==> src/rtl/control_sequencer.sv <==
// Hardwired control unit for a single-bus CPU: walks T-steps per opcode class and
// raises datapath strobes from the current step; memory steps stall on mem_ready.
module control_sequencer #(
  parameter int OPW      = 5,
  parameter int IR_W     = 32,
  parameter int WAIT_MAX = 15
) (
  input  logic            clk,
  input  logic            clr,
  input  logic            run,
  input  logic [IR_W-1:0] ir,
  input  logic            con_ff,
  input  logic            mem_ready,
  output logic            PCout,
  output logic            MARin,
  output logic            IncPC,
  output logic            Read,
  output logic            Write,
  output logic            MDRin,
  output logic            MDRout,
  output logic            IRin,
  output logic            Yin,
  output logic            Zin,
  output logic            Zlowout,
  output logic            Zhighout,
  output logic            PCin,
  output logic            Gra,
  output logic            Grb,
  output logic            Grc,
  output logic            Rin,
  output logic            Rout,
  output logic            BAout,
  output logic            Cout,
  output logic            CONin,
  output logic [OPW-1:0]  alu_op,
  output logic [3:0]      step,
  output logic            halted,
  output logic            bus_err
);

  typedef enum logic [3:0] {
    T0 = 4'd0, T1 = 4'd1, T2 = 4'd2, T3 = 4'd3,
    T4 = 4'd4, T5 = 4'd5, T6 = 4'd6, T7 = 4'd7,
    HALT = 4'd15
  } state_t;

  state_t         state, state_nx;
  logic [7:0]     wait_cnt, wait_nx;
  logic           set_halted, set_bus_err;
  logic           mem_step;
  logic [OPW-1:0] opcode;
  logic           is_ld, is_ldi, is_st, is_ralu, is_ialu, is_br, is_jr, is_nop, is_halt;
  logic           is_legal;
  logic           unused_ir;

  assign opcode    = ir[IR_W-1 -: OPW];
  assign unused_ir = ^ir[IR_W-OPW-1:0];

  assign is_ld    = (opcode == OPW'(0));
  assign is_ldi   = (opcode == OPW'(1));
  assign is_st    = (opcode == OPW'(2));
  assign is_ralu  = (opcode >= OPW'(3))  && (opcode <= OPW'(11));
  assign is_ialu  = (opcode >= OPW'(12)) && (opcode <= OPW'(14));
  assign is_br    = (opcode == OPW'(19));
  assign is_jr    = (opcode == OPW'(20));
  assign is_nop   = (opcode == OPW'(26));
  assign is_halt  = (opcode == OPW'(27));
  assign is_legal = is_ld | is_ldi | is_st | is_ralu | is_ialu | is_br | is_jr | is_nop | is_halt;

  assign step     = state;
  assign mem_step = Read | Write;

  always_ff @(posedge clk) begin
    if (clr) begin
      state    <= T0;
      wait_cnt <= '0;
      halted   <= 1'b0;
      bus_err  <= 1'b0;
    end else begin
      state    <= state_nx;
      wait_cnt <= wait_nx;
      if (set_halted)  halted  <= 1'b1;
      if (set_bus_err) bus_err <= 1'b1;
    end
  end

  // Strobe decode. T0 fetch strobes are qualified by run so an idle T0 drives nothing.
  always_comb begin
    {PCout, MARin, IncPC, Read, Write, MDRin, MDRout, IRin, Yin, Zin, Zlowout,
     Zhighout, PCin, Gra, Grb, Grc, Rin, Rout, BAout, Cout, CONin} = '0;
    alu_op = '0;
    case (state)
      T0: if (run) begin PCout = 1'b1; MARin = 1'b1; IncPC = 1'b1; Zin = 1'b1; end
      T1: begin Zlowout = 1'b1; PCin = 1'b1; Read = 1'b1; MDRin = 1'b1; end
      T2: begin MDRout = 1'b1; IRin = 1'b1; end
      T3: begin
        if (is_ld || is_ldi || is_st) begin Grb = 1'b1; BAout = 1'b1; Yin = 1'b1; end
        else if (is_ralu || is_ialu)  begin Grb = 1'b1; Rout = 1'b1; Yin = 1'b1; end
        else if (is_br)               begin Gra = 1'b1; Rout = 1'b1; CONin = 1'b1; end
        else if (is_jr)               begin Gra = 1'b1; Rout = 1'b1; PCin = 1'b1; end
      end
      T4: begin
        if (is_ld || is_ldi || is_st) begin Cout = 1'b1; Zin = 1'b1; alu_op = OPW'(3); end
        else if (is_ralu) begin Grc = 1'b1; Rout = 1'b1; Zin = 1'b1; alu_op = opcode; end
        else if (is_ialu) begin Cout = 1'b1; Zin = 1'b1; alu_op = opcode; end
        else if (is_br)   begin PCout = 1'b1; Yin = 1'b1; end
      end
      T5: begin
        if (is_ldi || is_ralu || is_ialu) begin Zlowout = 1'b1; Gra = 1'b1; Rin = 1'b1; end
        else if (is_ld || is_st)          begin Zlowout = 1'b1; MARin = 1'b1; end
        else if (is_br)                   begin Cout = 1'b1; Zin = 1'b1; alu_op = OPW'(3); end
      end
      T6: begin
        if (is_ld)      begin Read = 1'b1; MDRin = 1'b1; end
        else if (is_st) begin Gra = 1'b1; Rout = 1'b1; MDRin = 1'b1; end
        else if (is_br) begin Zlowout = 1'b1; PCin = con_ff; end
      end
      T7: begin
        if (is_ld)      begin MDRout = 1'b1; Gra = 1'b1; Rin = 1'b1; end
        else if (is_st) Write = 1'b1;
      end
      default: ;
    endcase
  end

  always_comb begin
    state_nx    = state;
    wait_nx     = '0;
    set_halted  = 1'b0;
    set_bus_err = 1'b0;
    case (state)
      T0: if (run) state_nx = T1;
      T1: state_nx = T2;
      T2: begin
        if (!is_legal)    begin state_nx = HALT; set_bus_err = 1'b1; end
        else if (is_halt) begin state_nx = HALT; set_halted  = 1'b1; end
        else if (is_nop)  state_nx = T0;
        else              state_nx = T3;
      end
      T3:      state_nx = is_jr ? T0 : T4;
      T4:      state_nx = T5;
      T5:      state_nx = (is_ld || is_st || is_br) ? T6 : T0;
      T6:      state_nx = is_br ? T0 : T7;
      T7:      state_nx = T0;
      HALT:    state_nx = HALT;
      default: state_nx = HALT;
    endcase
    // A memory step holds until mem_ready; the WAIT_MAX-th unanswered cycle is a bus error.
    if (mem_step && !mem_ready) begin
      if (wait_cnt == 8'(WAIT_MAX - 1)) begin
        state_nx    = HALT;
        set_bus_err = 1'b1;
      end else begin
        state_nx = state;
        wait_nx  = wait_cnt + 8'd1;
      end
    end
  end

endmodule

==> config.mk <==
export PLATFORM = sky130hd
export DESIGN_NAME = control_sequencer
export DESIGN_NICKNAME = d
export VERILOG_FILES = /design/src/rtl/control_sequencer.sv
export SDC_FILE = /design/constraint.sdc
export NUM_CORES = 1
export LEC_CHECK = 0
export BUFFER_PORTS_ARGS = -buffer_cell sky130_fd_sc_hd__buf_2
export CAP_MARGIN = 20
export CORE_UTILIZATION = 32
export CTS_CLUSTER_SIZE = 28
export DETAILED_ROUTE_END_ITERATION = 6
export GPL_ROUTABILITY_DRIVEN = 1
export PLACE_DENSITY = 0.63
export SLEW_MARGIN = 15
export SYNTH_ARGS = -nofsm -noshare
export SYNTH_HDL_FRONTEND = slang
export SYNTH_SLANG_ARGS = --single-unit
==> constraint.sdc <==
create_clock -name clk -period 2.2 [get_ports clk]
set_input_delay 0.66 -clock clk [delete_from_list [all_inputs] [get_ports clk]]
set_output_delay 0.66 -clock clk [all_outputs]
set_load 0.02 [all_outputs]
==> results of run 1 <==
-- cells in the mapped netlist, types with 2 or more instances --
| library cell | number |
|---|---|
| sky130_fd_sc_hd__o2bb2ai_1 | 2 |
| sky130_fd_sc_hd__ha_1 | 2 |
| sky130_fd_sc_hd__xnor2_1 | 5 |
| sky130_fd_sc_hd__nor2_2 | 2 |
| sky130_fd_sc_hd__nand4_1 | 2 |
| sky130_fd_sc_hd__nor4_1 | 2 |
| sky130_fd_sc_hd__nand2b_1 | 3 |
| sky130_fd_sc_hd__and2_1 | 3 |
| sky130_fd_sc_hd__a21o_1 | 2 |
| sky130_fd_sc_hd__buf_4 | 4 |
| sky130_fd_sc_hd__and3_1 | 4 |
| sky130_fd_sc_hd__or3_1 | 3 |
| sky130_fd_sc_hd__nor3_1 | 7 |
| sky130_fd_sc_hd__a211oi_1 | 2 |
| sky130_fd_sc_hd__nor2_1 | 22 |
| sky130_fd_sc_hd__inv_2 | 2 |
| sky130_fd_sc_hd__o21ai_0 | 11 |
| sky130_fd_sc_hd__xor2_1 | 3 |
| sky130_fd_sc_hd__o22ai_1 | 2 |
| sky130_fd_sc_hd__buf_2 | 4 |
| sky130_fd_sc_hd__nand3b_1 | 2 |
| sky130_fd_sc_hd__dfxtp_1 | 14 |
| sky130_fd_sc_hd__nand3_1 | 6 |
| sky130_fd_sc_hd__nand2_1 | 14 |
| sky130_fd_sc_hd__inv_1 | 5 |
| sky130_fd_sc_hd__clkbuf_1 | 2 |
| sky130_fd_sc_hd__a21oi_1 | 9 |
-- critical path: stages --
cell and delay (ns):
sky130_fd_sc_hd__buf_8 0.11, sky130_fd_sc_hd__nor4_4 0.30, sky130_fd_sc_hd__nand4_1 0.22, sky130_fd_sc_hd__o22ai_4 0.21, sky130_fd_sc_hd__nand3b_1 0.16, sky130_fd_sc_hd__buf_6 0.13
-- path summary, 6_finish.rpt --
kind | startpoint | endpoint | slack (ns) | depth (start not counted)
worst max-delay path | ir[27] | Gra | -0.25 | 6
worst min-delay path | wait_cnt[0] | wait_cnt[0] | 0.47 | 1
worst max register to register | step[0] | step[2] | 0.27 | 8
worst min register to register | wait_cnt[0] | wait_cnt[0] | 0.47 | 1
-- repair_timing --
action,CTS,global route
setup endpoints to repair,22,21
cloned,0,0
pin swaps,8,8
setup buffers,2,8
resized for setup,63,37
-- layer usage --
layer / vias to the layer above / part of all wire, % / global-route usage, %
li1: 723 / - / -
met1: 676 / 44 / 23.6
met2: 34 / 51 / 34.9
met3: 7 / 2.7 / 1.99
met4: 0 / 2.5 / 8.72
met5: - / 0 / 0
-- placed cells by master, fill, tap and decap left out, types with 3 or more instances in the layout --
cell type                   n
sky130_fd_sc_hd__xor2_1     3
sky130_fd_sc_hd__nand3_2    3
sky130_fd_sc_hd__inv_1      5
sky130_fd_sc_hd__buf_4     37
sky130_fd_sc_hd__buf_2     14
sky130_fd_sc_hd__nand2_2    5
sky130_fd_sc_hd__nand2_1    9
sky130_fd_sc_hd__nor2_2     3
sky130_fd_sc_hd__xnor2_1    5
sky130_fd_sc_hd__nor2_4     3
sky130_fd_sc_hd__nor3_1     4
sky130_fd_sc_hd__buf_8      3
sky130_fd_sc_hd__dfxtp_1   11
sky130_fd_sc_hd__buf_6     27
sky130_fd_sc_hd__a21oi_1    8
sky130_fd_sc_hd__nor2_1    18
sky130_fd_sc_hd__o21ai_2    5
sky130_fd_sc_hd__clkbuf_8   3
sky130_fd_sc_hd__o21ai_0    3
-- state kept, by name (all words and copies together) (netlist names) --
register  count
wait_cnt      8
bus_err       1
step          4
halted        1
-- power groups by stage --
| stage | Sequential (mW) | Combinational (mW) | Clock [mW] |
|---|---|---|---|
| 5_1_grt | 0.342 | 1.40 | 0.230 |
| 6_report | 0.338 | 1.32 | 0.210 |
| 2_1_floorplan | 0.369 | 0.625 | 0 |
| 4_1_cts | 0.330 | 1.14 | 0.216 |
| 3_5_place_dp | 0.321 | 0.987 | 0 |
| 3_3_place_gp | 0.322 | 0.981 | 0 |
-- cells by family (layout without fill, tap and decap cells) --
kind of cell	Yosys count	in the layout	share of synthesized area, %
AOI/OAI and AO/OA	39	39	23.7
xor gates and xnor gates	8	8	5.86
adders and majority gates	2	2	2.09
buffers and inverters	18	93	7.95
DFF	14	14	23.4
other	1	2	0.314
and+or+nand+nor	79	79	36.6
-- final cells by class --
class / count / area, um^2
Multi-Input combinational cell: 130 / 1070
Fill cell: 281 / 1250
Clock buffer: 3 / 41.3
Tap cell: 46 / 57.6
Sequential cell: 14 / 287
Inverter: 7 / 26.3
Timing Repair Buffer: 83 / 737
-- stage by stage --
step                power, mW  instances
floorplan               0.994        162
global placement         1.30        270
detailed placement       1.31        270
CTS                      1.68        275
global route             1.97        283
finish                   1.86        283
==> reports/results.md, run 1 <==
| Metric | Value |
|:---|:---|
| Number of clock buffers inserted by TritonCTS | 3 |
| Category of the critical setup timing path | in -> out |
| Max-cap check violation count | 0 |
| Number of flops mapped to enable cells by yosys | 0 |
| Async S/R FF share, synth | 0% |
| Average footprint of a synthesized cell | 7.43 um^2 |
| Leakage power | 0.968 nW |
| Portion of the post-synthesis area used by sequential elements | 23.4% |
| Minimum period implied by the final worst setup slack | 2.45 ns |
| Buffer depth of the longest clock path | 2 |
| Synth cell types | 49 |
| Cells taking the most area after synthesis | sky130_fd_sc_hd__dfxtp_1, sky130_fd_sc_hd__nor2_1, sky130_fd_sc_hd__o21ai_0, sky130_fd_sc_hd__nand2_1, sky130_fd_sc_hd__a21oi_1 |
| Wire per inst | 14.1 um |
| Weighted congestion at the end of routability-driven global placement | 0.826 |
| Total overflow reported by the global router | 0 |
| Global routing usage summed across all routing layers | 19.7% |
| Residual DRC | 0 |
| Initial drt markers | 56 |
| Sum of routed wire length over all layers | 3980 um |
| Number of antenna repair diodes | 0 |
| Synth warnings | 0 |
| Maximum number of pins on one net before global-route repair | 10 |
| Portion of total power attributed to the clock network | 11.3% |
| Boundary Pins | 69 |
| Core box area | 3470 um^2 |
| Number of global-route vias before repair | 1324 |
| Status | finished, violations left |
| Number of rows in the core area | 21 |
| Starting density of the core | 34.5% |
| Global-route wire length before repair | 6160 um |
| Peak VDD IR | 491 uV |
| Flip-flop and latch count after synthesis | 14 |
| Smallest hold slack | 0.466 ns |
| Largest area contributor in the synthesized netlist | sky130_fd_sc_hd__dfxtp_1 |
| Required arrival time at the worst endpoint | 1.54 ns |
| Switching power total | 0.835 mW |
| Area growth from synthesis to layout | 85.8% |
| Total clock sinks | 14 |
| Power per standard cell area | 839 nW/um^2 |
| Violations in the final reports | setup timing |
| H-tree levels | 1 |
| Cell internal power dissipation | 1.03 mW |
| Clock-pin slew on the worst setup and hold paths | 0.05 ns |
| Iteration count of the initial detailed-routing pass | 4 |
| Setup TNS | -1.80 ns |
| Worst setup EP type | primary output |
| Number of antenna violations at the first check in global routing | 0 |
| Final Hold Violating Endpoints | 0 |
| Net switching fraction of the power | 44.8% |
| Worst setup slack before clock tree synthesis | -0.299 ns |
| Share of cells above drive strength 1 | 58.6% |
| Horizontal extent of the die | 63.1 um |
| CTS Root Cell | sky130_fd_sc_hd__clkbuf_8 |
| Worst hold path type | reg -> reg |
| DR vias/cell | 5.09 |
| F_max | 0.409 GHz |
| Via count of the routed design | 1440 |
| Sequential fraction of design power | 18.1% |
| Design area | 2220 um^2 |
| Area share of the leading cell type in the synthesized netlist | 23.4% |
| Chip Height | 63.1 um |
| Critical path startpoint category | primary input |
| Die footprint | 3990 um^2 |
| Hold buffers post-CTS | 0 |
| Post-route fraction of the period consumed by the critical path | 111% |
| Maximum fanout encountered on the critical timing path | 4 |
| Number of routed nets with antenna violations | 0 |
| Comb pwr share | 70.6% |
| Layout net count | 278 |
| Setup Skew | 0.00190 ns |
| Count of buffers inserted at the top-level ports | 39 |
| Half-perimeter wire length of the detailed placement result | 2740 um |
| Final setup violation count | 17 |
| Post-Route Utilization | 64.1% |
| Number of max-slew violations in the final report | 0 |
| Data arrival time of the critical path | 1.79 ns |
| Most used DFF post-synth | sky130_fd_sc_hd__dfxtp_1 |
| Syn Inst Count | 161 |
| Placed standard-cell area | 1750 um^2 |
| RSZ-0062 raised after global routing | true |
| Later-pin clock latency in the skew report | 0.25 ns |
| CTS tree | yes |
| Worst Slack Setup Final | -0.247 ns |
| Post-Syn Area | 1200 um^2 |
Power figures use the tool's default switching activity.
==> inputs of run 2 (changes only) <==
==> config.mk (replaced) <==
export PLATFORM = sky130hd
export DESIGN_NAME = control_sequencer
export DESIGN_NICKNAME = d
export VERILOG_FILES = /design/src/rtl/control_sequencer.sv
export SDC_FILE = /design/constraint.sdc
export NUM_CORES = 1
export LEC_CHECK = 0
export BUFFER_PORTS_ARGS = -buffer_cell sky130_fd_sc_hd__clkbuf_2
export CAP_MARGIN = 20
export CORE_UTILIZATION = 39
export CTS_CLUSTER_SIZE = 28
export DETAILED_ROUTE_END_ITERATION = 6
export PLACE_DENSITY = 0.74
export SLEW_MARGIN = 15
export SYNTH_ARGS = -nofsm -noshare
export SYNTH_HDL_FRONTEND = slang
export SYNTH_SLANG_ARGS = --single-unit
==> run 2 against run 1 <==
Against the previous run: the run ends with DRC, setup timing left; via count is 25% higher; first-iteration DRC count grew to 3.1 times the previous value; clock power is 9.5% lower; fmax is 2.9% lower; worst hold slack hardly changed; flip-flop and latch count stayed put; critical path depth stayed put; cell count is 2.5% lower; count of clock-buffer cells in the layout is 1 higher; global-route usage is 8.5 points higher; routed wire length is 50% higher; highest routed layer unchanged.
==> reports/results.md, run 2 (synthesis results as in run 1) <==
| Metric | Value | Delta |
|:---|:---|:---|
| Worst path cell trace | buf_8 > nor4_4 > nand4_1 > o22ai_4 > nand3b_1 > clkbuf_8 |  |
| Most flops, register | wait_cnt |  |
| Most frequent cells in the layout | sky130_fd_sc_hd__buf_4, sky130_fd_sc_hd__nor2_1, sky130_fd_sc_hd__clkbuf_2, sky130_fd_sc_hd__buf_6, sky130_fd_sc_hd__dfxtp_1 |  |
| Residual DRC | 5 | +5 |
| Cells on worst reg2reg path | 8 | unchanged |
| Worst reg-to-reg setup slack | 0.12 ns | -0.15 ns |
| Number of max-slew violations in the final report | 0 | unchanged |
| Hold Crit Depth | 1 | unchanged |
| Total overflow reported by the global router | 0 | unchanged |
| Area growth from synthesis to layout | 95.0% |  |
| Chip Height | 57.4 um | -9.1% |
| Layout net count | 285 | +2.5% |
| Storage cell area | 293 um^2 | +2.2% |
| Violations in the final reports | DRC, setup timing |  |
| Die footprint | 3290 um^2 | -17% |
| Sum of routed wire length over all layers | 5950 um | +50% |
| Minimum period implied by the final worst setup slack | 2.52 ns | +0.0730 ns |
| Post-route fraction of the period consumed by the critical path | 115% | +3.3 points |
| RSZ-0062 raised after global routing | true |  |
| Buffer depth of the longest clock path | 2 | unchanged |
| Final instance count without filler cells | 276 | -2.5% |
| Required arrival time at the worst endpoint | 1.54 ns | about the same |
| Endpoint of the worst-slack reg-to-reg timing path | step[2] |  |
| Starting density of the core | 42.3% | +7.8 points |
| End of the critical path | Gra |  |
| Placed standard-cell area | 1700 um^2 | -3.1% |
| Worst Slack Setup Final | -0.320 ns | -0.0730 ns |
| Multi-input gate area | 1130 um^2 | +5.0% |
| Number of global-route vias before repair | 1586 | +20% |
| Count of buffers inserted at the top-level ports | 39 | unchanged |
| Design area | 2330 um^2 | +5.0% |
| Worst setup EP type | primary output |  |
| Weighted congestion at the end of routability-driven global placement | 0.893 | +8.1% |
| Hold buffers post-CTS | 0 | unchanged |
| Number of rows in the core area | 19 | -9.5% |
| Initial drt markers | 172 | +210% |
| Final Hold Violating Endpoints | 0 | unchanged |
| Clock-pin slew on the worst setup and hold paths | 0.08 ns | +0.03 ns |
| Crit path launch | ir[27] |  |
| Total clock sinks | 14 | unchanged |
| Maximum fanout encountered on the critical timing path | 4 | unchanged |
| Startpoint of the worst register-to-register path | step[3] |  |
| F_max | 0.397 GHz | -2.9% |
| Number of antenna repair diodes | 0 | unchanged |
| Global-route wire length before repair | 7210 um | +17% |
| Post-Route Utilization | 82.4% | +18 points |
| Worst hold path type | reg -> reg |  |
| Leakage power | 1.03 nW | +6.0% |
| Global routing usage summed across all routing layers | 28.2% | +8.5 points |
| Share of cells above drive strength 1 | 61.6% | +3.0 points |
| Fill cell total of the finished layout | 131 | -53% |
| Max transition margin | 63.9% |  |
| Category of the critical setup timing path | in -> out |  |
| Largest register FFs | 8 | unchanged |
| Worst slew pin tran | 0.534 ns |  |
| Number of routed nets with antenna violations | 0 | unchanged |
| Peak VDD IR | 627 uV | +28% |
| Final setup violation count | 18 | +1 |
| Number of antenna violations at the first check in global routing | 0 | unchanged |
| Wire per inst | 21.6 um | +54% |
| Number of clock buffers inserted by TritonCTS | 3 | unchanged |
| Later-pin clock latency in the skew report | 0.29 ns | +0.04 ns |
| CTS tree | yes |  |
| Slowest stage cell, crit path | sky130_fd_sc_hd__nor4_4 |  |
| Maximum number of pins on one net before global-route repair | 10 | unchanged |
| Half-perimeter wire length of the detailed placement result | 2840 um | +3.6% |
| DR vias/cell | 6.54 | +29% |
| Core box area | 2830 um^2 | -18% |
| Setup Skew | 0.00162 ns | -0.000278 ns |
| Leading cell type in the layout, fill and taps excluded | sky130_fd_sc_hd__buf_4 |  |
| Boundary Pins | 69 | unchanged |
| Data arrival time of the critical path | 1.86 ns | +0.07 ns |
| Smallest hold slack | 0.466 ns | -0.000213 ns |
| Critical path startpoint category | primary input |  |
| Via count of the routed design | 1806 | +25% |
| Setup TNS | -2.75 ns | -0.952 ns |
| Max-cap check violation count | 0 | unchanged |
| Total instance count after detailed placement | 252 | -6.7% |
| Power per standard cell area | 878 nW/um^2 | +4.7% |
| Status | finished, violations left |  |
| CTS Root Cell | sky130_fd_sc_hd__clkbuf_4 |  |
| Max incr delay on CP | 0.30 ns | about the same |
| Iteration count of the initial detailed-routing pass | 7 | +3 |
| H-tree levels | 1 | unchanged |
| Horizontal extent of the die | 57.4 um | -9.1% |
-- run 2: power by group --
part           switching, mW  internal, mW  total (mW)
clock                 0.0891         0.101       0.190
combinational          0.833         0.664        1.50
sequential            0.0597         0.301       0.360
total                  0.982          1.07        2.05
-- run 2: how the worst min path moves through the flow --
stage / end / slack (ns) / startpoint
after global placement: wait_cnt[0] / 0.44 / wait_cnt[0]
after global routing: wait_cnt[0] / 0.51 / wait_cnt[0]
final: wait_cnt[0] / 0.47 / wait_cnt[0]
after CTS: wait_cnt[0] / 0.48 / wait_cnt[0]
after floorplan: wait_cnt[0] / 0.43 / wait_cnt[0]
after detailed placement: wait_cnt[0] / 0.46 / wait_cnt[0]
-- run 2: cell type report --
type | instances | area share [%]
Clock buffer | 4 | 1.56
Inverter | 7 | 1.13
Multi-Input combinational cell | 130 | 48.3
Sequential cell | 14 | 12.6
Tap cell | 31 | 1.66
Timing Repair Buffer | 90 | 34.8
-- run 2: what timing repair did --
item                                    4_1_cts  5_1_grt
setup buffers                                 9       13
gates cloned                                  1        0
endpoints found under the setup margin       23       22
pin swaps                                    12       19
resized for setup                            79       48
-- run 2: metal layers --
metal / vias to the layer above / part of all wire, % / global-route usage, %
li1: 743 / - / -
met1: 853 / 35 / 30.1
met2: 158 / 50 / 52.5
met3: 52 / 9.5 / 2.95
met4: 0 / 5.8 / 17.4
met5: - / 0 / 0
-- run 2: stage by stage --
step	setup slack (ns)	power (mW)
2_1_floorplan	-0.275	0.994
3_5_place_dp	-0.320	1.29
5_1_grt	-0.394	2.11
3_3_place_gp	-0.305	1.26
6_report	-0.320	2.05
4_1_cts	-0.256	1.75
-- run 2: worst max-delay path, delay by kind of cell --
kind,cells,cell delay (ns)
buffers and inverters,2,0.27
and+or+nand+nor,3,0.71
AOI/OAI and AO/OA,1,0.22
==> inputs of run 3 (changes only) <==
--- a/config.mk
+++ b/config.mk
@@ -11,6 +11,7 @@
 export CTS_CLUSTER_SIZE = 28
 export DETAILED_ROUTE_END_ITERATION = 6
 export PLACE_DENSITY = 0.74
+export REMOVE_ABC_BUFFERS = 1
 export SLEW_MARGIN = 15
 export SYNTH_ARGS = -nofsm -noshare
 export SYNTH_HDL_FRONTEND = slang
==> constraint.sdc (replaced) <==
create_clock -name clk -period 2.3 [get_ports clk]
set_input_delay 0.69 -clock clk [delete_from_list [all_inputs] [get_ports clk]]
set_output_delay 0.69 -clock clk [all_outputs]
set_load 0.02 [all_outputs]
==> run 3 against run 2 <==
Against the previous run: the run still ends with DRC, setup timing left; critical path depth increased by 1; via count decreased by 22%; flip-flop and latch count unchanged; largest power group unchanged; highest routed layer unchanged.
==> reports/results.md, run 3 (synthesis results as in run 1) <==
| Metric | Value | Delta |
|:---|:---|:---|
| Setup TNS | -2.01 ns | +0.742 ns |
| Category of the critical setup timing path | in -> out |  |
| Area growth from synthesis to layout | 55.1% |  |
| Number of clock buffers inserted by TritonCTS | 3 | unchanged |
| Total overflow reported by the global router | 0 | unchanged |
| H-tree levels | 1 | unchanged |
| DR vias/cell | 5.58 | -15% |
| Met1 Track Usage GR | 25.6% | -4.6 points |
| Number of antenna repair diodes | 0 | unchanged |
| Share of cells above drive strength 1 | 46.4% | -15 points |
| Leading cell type in the layout, fill and taps excluded | sky130_fd_sc_hd__buf_4 |  |
| Critical path startpoint category | primary input |  |
| RSZ-0062 raised after global routing | true |  |
| Chip Height | 57.4 um | unchanged |
| Peak VDD IR | 475 uV | -24% |
| Half-perimeter wire length of the detailed placement result | 2530 um | -11% |
| CTS tree | yes |  |
| Sum of routed wire length over all layers | 3530 um | -41% |
| Buffer depth of the longest clock path | 2 | unchanged |
| Post-Route Utilization | 65.6% | -17 points |
| Leakage power | 0.824 nW | -20% |
| Starting density of the core | 42.3% | unchanged |
| Die footprint | 3290 um^2 | unchanged |
| Number of antenna violations at the first check in global routing | 0 | unchanged |
| Boundary Pins | 69 | unchanged |
| CTS Root Cell | sky130_fd_sc_hd__clkbuf_4 |  |
| Maximum number of pins on one net before global-route repair | 13 | +3 |
| Setup Skew | 0.000871 ns | -0.000749 ns |
| Data arrival time of the critical path | 1.83 ns | -0.03 ns |
| Layout net count | 263 | -7.7% |
| Later-pin clock latency in the skew report | 0.28 ns | about the same |
| Maximum fanout encountered on the critical timing path | 6 | +2 |
| Wire per inst | 13.9 um | -35% |
| Worst Slack Setup Final | -0.222 ns | +0.0975 ns |
| Power per standard cell area | 792 nW/um^2 | -9.7% |
| Final setup violation count | 19 | +1 |
| Total clock sinks | 14 | unchanged |
| Worst hold path type | reg -> reg |  |
| Clock-pin slew on the worst setup and hold paths | 0.07 ns | about the same |
| Hold buffers post-CTS | 0 | unchanged |
| F_max | 0.396 GHz |  |
| Number of rows in the core area | 19 | unchanged |
| Global Route met2 Usage | 40.0% | -12 points |
| Max-cap check violation count | 0 | unchanged |
| Met3 track demand over resource | 1.59% | -1.4 points |
| Iteration count of the initial detailed-routing pass | 6 | -1 |
| Largest register FFs | 8 | unchanged |
| Most frequent cells in the layout | sky130_fd_sc_hd__buf_4, sky130_fd_sc_hd__nor2_1, sky130_fd_sc_hd__clkbuf_2 |  |
| Final Hold Violating Endpoints | 0 | unchanged |
| Number of routed nets with antenna violations | 0 | unchanged |
| Global-route wire length before repair | 5530 um | -23% |
| Initial drt markers | 89 | -48% |
| Horizontal extent of the die | 57.4 um | unchanged |
| Violations in the final reports | DRC, setup timing |  |
| Post-route fraction of the period consumed by the critical path | 110% |  |
| Core box area | 2830 um^2 | unchanged |
| Number of max-slew violations in the final report | 0 | unchanged |
| Required arrival time at the worst endpoint | 1.61 ns | +0.07 ns |
| Residual DRC | 7 | +2 |
| Global routing usage summed across all routing layers | 21.6% | -6.7 points |
| Count of buffers inserted at the top-level ports | 39 | unchanged |
| Busiest grt layer | met2 |  |
| Weighted congestion at the end of routability-driven global placement | 0.873 | -2.2% |
| Worst setup EP type | primary output |  |
| Number of global-route vias before repair | 1265 | -20% |
| Minimum period implied by the final worst setup slack | 2.52 ns |  |
| Most flops, register | wait_cnt |  |
| Via count of the routed design | 1413 | -22% |
| Status | finished, violations left |  |
-- run 3: cell types whose count changed in the layout (fill, tap and decap cells not counted), moves of 4 or more --
| cell | previous run | this run |
|---|---|---|
| sky130_fd_sc_hd__buf_4 | 47 | 33 |
| sky130_fd_sc_hd__buf_6 | 13 | 5 |
| sky130_fd_sc_hd__clkbuf_4 | 3 | 8 |
| sky130_fd_sc_hd__nor2_1 | 17 | 21 |
| sky130_fd_sc_hd__o21ai_0 | 3 | 7 |
| sky130_fd_sc_hd__nand2_1 | 8 | 13 |
| sky130_fd_sc_hd__clkbuf_8 | 8 | 4 |
| sky130_fd_sc_hd__o21ai_2 | 5 | 1 |
| sky130_fd_sc_hd__nor2_4 | 6 | 2 |
| sky130_fd_sc_hd__buf_8 | 8 | 2 |
-- run 3: where the power goes --
| part | switching, mW | internal (mW) | total, mW |
|---|---|---|---|
| Clock | 0.0716 | 0.0608 | 0.132 |
| Combinational | 0.558 | 0.450 | 1.01 |
| Sequential | 0.0515 | 0.279 | 0.330 |
| Total | 0.681 | 0.789 | 1.47 |
-- run 3: critical path, stage by stage --
cell and delay (ns):
sky130_fd_sc_hd__clkbuf_16 0.13, sky130_fd_sc_hd__buf_6 0.11, sky130_fd_sc_hd__nor4_4 0.19, sky130_fd_sc_hd__nand4_1 0.18, sky130_fd_sc_hd__buf_4 0.18, sky130_fd_sc_hd__o21bai_1 0.16
sky130_fd_sc_hd__buf_4 0.17
-- run 3: path summary, 6_finish.rpt --
check                                 start           to  slack, ns  cells past startpoint
worst max-delay path                 ir[29]       MDRout      -0.22                      7
worst min-delay path            wait_cnt[0]  wait_cnt[0]       0.47                      1
worst max register to register      step[1]      step[2]       0.51                      5
worst min register to register  wait_cnt[0]  wait_cnt[0]       0.47                      1
-- run 3: layout make-up --
cell class	instances	area (um^2)
Sequential cell	14	284
Multi-Input combinational cell	130	922
Tap cell	31	38.8
Inverter	7	26.3
Timing Repair Buffer	68	562
Clock buffer	3	22.5
Fill cell	245	973
-- run 3: metrics by stage --
stage                     instances  area, um^2  worst slack (ns)  hold WS, ns  total power [mW]
after floorplan                 151        1130            -0.328        0.430             0.852
after global placement          245        1550            -0.273        0.446              1.16
after detailed placement        245        1550            -0.274        0.460              1.17
after CTS                       252        1790            -0.222        0.477              1.40
after global routing            253        1860            -0.253        0.503              1.56
final                           253        1860            -0.222        0.469              1.47
-- run 3: timing repair --
item,CTS,global route
gates cloned,0,0
resized for setup,47,27
pin swaps,4,4
buffers inserted,4,1
setup endpoints to repair,22,22
-- run 3: routing by layer --
metal / vias up / wire length (um)
li1: 696 / -
met1: 668 / 1500
met3: 5 / 153
met5: - / 0
met4: 0 / 57
met2: 44 / 1810
